`src/rtl/mos6502s_store_unit.sv`:
```
// mos6502s_store_unit
// Write-side counterpart of the 6502 register file. It accepts a store request
// (STA/STX/STY), snapshots the selected register, the address and the select at
// acceptance, and then holds a write strobe on the memory bus until the memory
// accepts it or the wait-state budget runs out.
//
// Build option: define MOS6502S_STZ_EN to treat req_sel=11 as a 65C02 STZ
// (store of 8'h00). Without it, req_sel=11 is consumed and rejected with err.
//
// Ports:
//   clk, rst              clock, synchronous active-high reset
//   a, x, y               register file values (sampled at acceptance only)
//   req_valid/req_ready   request handshake (req_ready high only in IDLE)
//   req_sel, req_addr     source select (00=A 01=X 10=Y 11=zero) and address
//   mem_addr, mem_wdata   write address/data, stable through the write
//   mem_we, mem_ready     write strobe and memory acceptance
//   done, err             one-cycle completion / abort-or-reject pulses
//   busy                  high whenever a write is in flight
module mos6502s_store_unit #(
  parameter int unsigned TIMEOUT = 16,
  parameter int unsigned ADDR_W  = 16
) (
  input  logic              clk,
  input  logic              rst,
  input  logic [7:0]        a,
  input  logic [7:0]        x,
  input  logic [7:0]        y,
  input  logic              req_valid,
  output logic              req_ready,
  input  logic [1:0]        req_sel,
  input  logic [ADDR_W-1:0] req_addr,
  output logic [ADDR_W-1:0] mem_addr,
  output logic [7:0]        mem_wdata,
  output logic              mem_we,
  input  logic              mem_ready,
  output logic              done,
  output logic              err,
  output logic              busy
);

  // Counter only needs to reach TIMEOUT; keep at least one bit when disabled.
  localparam int unsigned CNT_W = (TIMEOUT < 32'd2) ? 32'd1 : $clog2(TIMEOUT + 32'd1);
  localparam logic [CNT_W:0] TO_LIM = (CNT_W + 1)'(TIMEOUT);

`ifdef MOS6502S_STZ_EN
  localparam logic STZ_EN = 1'b1;
`else
  localparam logic STZ_EN = 1'b0;
`endif

  typedef enum logic [0:0] {
    IDLE  = 1'b0,
    WRITE = 1'b1
  } state_t;

  state_t           state_r;
  logic [CNT_W-1:0] wait_cnt_r;
  logic [CNT_W:0]   wait_nxt_s;
  logic [7:0]       sel_data_s;
  logic             sel_ok_s;

  // Source mux: pick the register named by req_sel; select 11 stores zero.
  always_comb begin
    sel_data_s = 8'h00;
    case (req_sel)
      2'b00:   sel_data_s = a;
      2'b01:   sel_data_s = x;
      2'b10:   sel_data_s = y;
      2'b11:   sel_data_s = 8'h00;
      default: sel_data_s = 8'h00;
    endcase
  end

  // Request legality: select 11 is only a real store when STZ is built in.
  always_comb begin
    sel_ok_s = 1'b1;
    if (req_sel == 2'b11) begin
      sel_ok_s = STZ_EN;
    end else begin
      sel_ok_s = 1'b1;
    end
  end

  // Wait count after one more not-ready cycle, one bit wider so it can hit TIMEOUT.
  always_comb begin
    wait_nxt_s = {1'b0, wait_cnt_r} + {{CNT_W{1'b0}}, 1'b1};
  end

  // Store FSM with all bus and status outputs registered.
  always_ff @(posedge clk) begin
    if (rst) begin
      state_r    <= IDLE;
      mem_we     <= 1'b0;
      mem_addr   <= {ADDR_W{1'b0}};
      mem_wdata  <= 8'h00;
      done       <= 1'b0;
      err        <= 1'b0;
      busy       <= 1'b0;
      req_ready  <= 1'b1;
      wait_cnt_r <= {CNT_W{1'b0}};
    end else begin
      // Status pulses last exactly one cycle unless re-armed below.
      done <= 1'b0;
      err  <= 1'b0;
      case (state_r)
        IDLE: begin
          if (req_valid) begin
            if (sel_ok_s) begin
              mem_addr   <= req_addr;
              mem_wdata  <= sel_data_s;
              mem_we     <= 1'b1;
              busy       <= 1'b1;
              req_ready  <= 1'b0;
              wait_cnt_r <= {CNT_W{1'b0}};
              state_r    <= WRITE;
            end else begin
              // Reserved select: request is consumed but no bus write happens.
              err <= 1'b1;
            end
          end
        end
        WRITE: begin
          if (mem_ready) begin
            mem_we    <= 1'b0;
            busy      <= 1'b0;
            req_ready <= 1'b1;
            done      <= 1'b1;
            state_r   <= IDLE;
          end else if ((TIMEOUT != 32'd0) && (wait_nxt_s == TO_LIM)) begin
            mem_we    <= 1'b0;
            busy      <= 1'b0;
            req_ready <= 1'b1;
            err       <= 1'b1;
            state_r   <= IDLE;
          end else begin
            wait_cnt_r <= wait_nxt_s[CNT_W-1:0];
          end
        end
        default: begin
          mem_we    <= 1'b0;
          busy      <= 1'b0;
          req_ready <= 1'b1;
          state_r   <= IDLE;
        end
      endcase
    end
  end

endmodule

```
`config.mk`:
```
export PLATFORM = sky130hd
export DESIGN_NAME = mos6502s_store_unit
export DESIGN_NICKNAME = d
export VERILOG_FILES = /design/src/rtl/mos6502s_store_unit.sv
export SDC_FILE = /design/constraint.sdc
export NUM_CORES = 1
export LEC_CHECK = 0
export CAP_MARGIN = 25
export CELL_PAD_IN_SITES_DETAIL_PLACEMENT = 1
export CELL_PAD_IN_SITES_GLOBAL_PLACEMENT = 1
export CORE_MARGIN = 3
export CORE_UTILIZATION = 25
export DETAILED_ROUTE_END_ITERATION = 12
export GPL_TIMING_DRIVEN = 0
export PLACE_DENSITY_LB_ADDON = 0.08
export SLEW_MARGIN = 20
export SYNTH_ARGS = -nofsm -noshare
export SYNTH_HDL_FRONTEND = slang
export SYNTH_SLANG_ARGS = --single-unit
```
`constraint.sdc`:
```
create_clock -name clk -period 1.9 [get_ports clk]
set_clock_uncertainty 0.15 [all_clocks]
set_input_delay 0.285 -clock clk [delete_from_list [all_inputs] [get_ports clk]]
set_output_delay 0.285 -clock clk [all_outputs]
set_load 0.01 [all_outputs]
```
==> results.ini <==
[yosys]
synthMuxAreaShare_pct=0.6557
ys_warn_count=0
synth_cells=196
synth-compound-area-share_pct=22.13
syn-cell-area_sq_um=1526
synth-main-ff-cell=dfxtp_1
syn_nets=247
ys_ff_latch=34
yosys.area_share.simple_pct=22.46
synth.distinct_cells=31
yosysSeqAreaShare_pct=44.59
synth_top_area_share_pct=44.59
synth_area_leaders=dfxtp_1, nand2_1, a21oi_1
synth_top_area_cell=dfxtp_1
synthAdderAreaFrac_pct=4.098
syn_area_per_cell_sq_um=7.788
synth_top_family_by_area=simple AND/OR/NAND/NOR gates
synth_xor_area_share_pct=0.5738
synth-edff-count=0
synthArstFlopShare_pct=0

[route]
firstDrtPassIters=4
vias=1665
drc=0
routed_wl_mm=4.924
final_antenna_net_count=0
viasPerCell=4.784
wl_per_cell_um=14.15
drt_iter0_drc=33

[cells_and_area]
nNetsFinal=326
layout-drive-gt1-share_pct=8.696
diodes=0
synthToLayoutAreaGrowth_pct=64.75

[grt]
antenna_found_initial=0
grt_pass1_vias=1739
gr-total-overflow=0
grt_max_degree=17
grt_pass1_wl_mm=8.438
grtUsageTotal_pct=14.58

[floorplanning]
die_area_sq_um=7080
pin_count=75
fp-row-count=27
start_util_pct=26.74
core-area_sq_um=5709
dieWidth_um=84.14
die_h_um=84.14

[place]
dpl_worst_slack_ns=-0.2977
numPortBuffers=73
place_congestion=0.6890
dpl.hpwl_mm=3.822

[timing]
maxSlewViolCount=0
hold_viol=0
fmax_ghz=0.5423
worst_slew_pin_slew_ns=0.5384
fin_tns_setup_ns=0
finalWorstSetupSlack_ns=0.05615
setup_viol=0
finalCritPeriodShare_pct=97.04
max_slew_margin_pct=64.10
fin_crit_ns=1.844

[min_path]
worstHoldStart=rst
whs_endpoint=busy
whs_path_depth=2
holdCritPathClass=primary input to flip-flop

[worst_setup_path]
r2r-start=wait_cnt_r[1]
critPathRequiredTime_ns=1.92
crit_path_top_delay_cell=o311a_4
start_kind=flip-flop
cp_cell_sequence=ha_4 > nand2_1 > a2111oi_4 > o311a_4 > nand2b_4 > a221o_1
cp.arrival_ns=1.86
slowest_delay_ns=0.40
path_max_fanout=6
path_delay_family=compound AO/OA/AOI/OAI gates
critical_path_class=flip-flop to flip-flop
endpoint_kind=flip-flop
reg2reg_to=req_ready
path_buf_inv=0
r2r_cells=6
r2r_setup_slack_ns=0.06

[cts]
cts_max_level=2
cts.sinks=34
clk_pin_slew_ns=0.07
cts_buffer_depth=2
cts-root-buf=clkbuf_8
cts_tree=done
cts_buffers=5
clkLatencyLatePin_ns=0.27

[status]
status=completed

[power_and_ir_drop]
vdd_ir_drop_max_v=0.0003030
p_leak_nw=0.9076
p_per_area_nw_per_um2=698.4

[run]
drv_cap=0

-- cell usage after synthesis (2+ instances only) --
cell	instances
a21oi_1	27
inv_1	5
nand2_1	59
nor3_1	2
a22oi_1	8
nand3_1	3
ha_1	5
o21ai_0	10
nand3b_1	4
dfxtp_1	34
nor2_1	5
o211ai_1	3
a32oi_1	2
buf_2	4
clkbuf_1	9
-- power by group --
part           internal (mW)  switching [mW]
clock                  0.393           0.253
combinational          0.194           0.150
sequential             0.748          0.0182
total                   1.33           0.422
-- through the flow --
stage / util (%) / hold WS [ns] / instances / instance area (sq um) / total power [mW]
floorplan: - / 0.2564 / 196 / 1526 / 0.9216
detailed placement: 41.11 / 0.2989 / 341 / 2347 / 1.130
global placement: 41.11 / 0.2922 / 341 / 2347 / 1.126
CTS: 43.57 / 0.2402 / 349 / 2487 / 1.780
finish: 44.05 / 0.2343 / 348 / 2515 / 1.757
global route: 44.05 / 0.3091 / 348 / 2515 / 1.857
-- routing by layer --
metal	track usage, %	wire, um	up-vias
met5	0	0	-
met3	3.238	206	9
met2	25.39	2484	42
li1	-	-	830
met1	17.78	2136	784
met4	4.678	96	0
-- logic make-up after synthesis --
family | after synthesis
compound gates | 56
simple gates | 79
mux | 1
flops | 34
xor+xnor | 1
fa+ha+maj | 5
buf+inv | 20
-- worst max path at each step --
stage / start / to / cells past startpoint
4_1_cts: wait_cnt_r[1] / req_ready / 6
6_report: wait_cnt_r[1] / req_ready / 6
5_1_grt: wait_cnt_r[1] / wait_cnt_r[1] / 6
3_3_place_gp: req_sel[0] / mem_wdata[1] / 7
2_1_floorplan: wait_cnt_r[0] / req_ready / 6
3_5_place_dp: req_sel[0] / mem_wdata[6] / 7
-- cells in the final DEF (no fill, tap or decap), types with 5 or more instances in the layout --
| cell type | instances |
|---|---|
| dfxtp_1 | 32 |
| clkbuf_1 | 6 |
| a21oi_1 | 27 |
| inv_1 | 5 |
| a22oi_1 | 8 |
| nand2_1 | 59 |
| nor2_1 | 5 |
| clkbuf_8 | 5 |
| clkdlybuf4s50_1 | 73 |
| o21ai_0 | 10 |
-- layout make-up --
class	instances	area, sq um
Fill cell	702	3194
Multi-Input combinational cell	142	805.8
Timing Repair Buffer	75	745.7
Sequential cell	34	685.7
Tap cell	72	90.09
Clock buffer	7	76.32
Buffer	12	62.56
Clock inverter	1	30.03
Inverter	5	18.77
-- timing repair --
action,4_1_cts,5_1_grt
setup endpoints to repair,10,33
gates resized for setup,6,13
buffers inserted,1,1
hold buffers,0,0
endpoints found under the hold margin,0,0
pin swaps,1,1
-- state kept, by name, indices dropped and copies added, names as in the netlist --
register    cells
wait_cnt_r      5
err             1
mem_addr       16
busy            1
done            1
req_ready       1
mem_wdata       8
state_r         1
No activity file was read; power rests on OpenSTA's default activity.
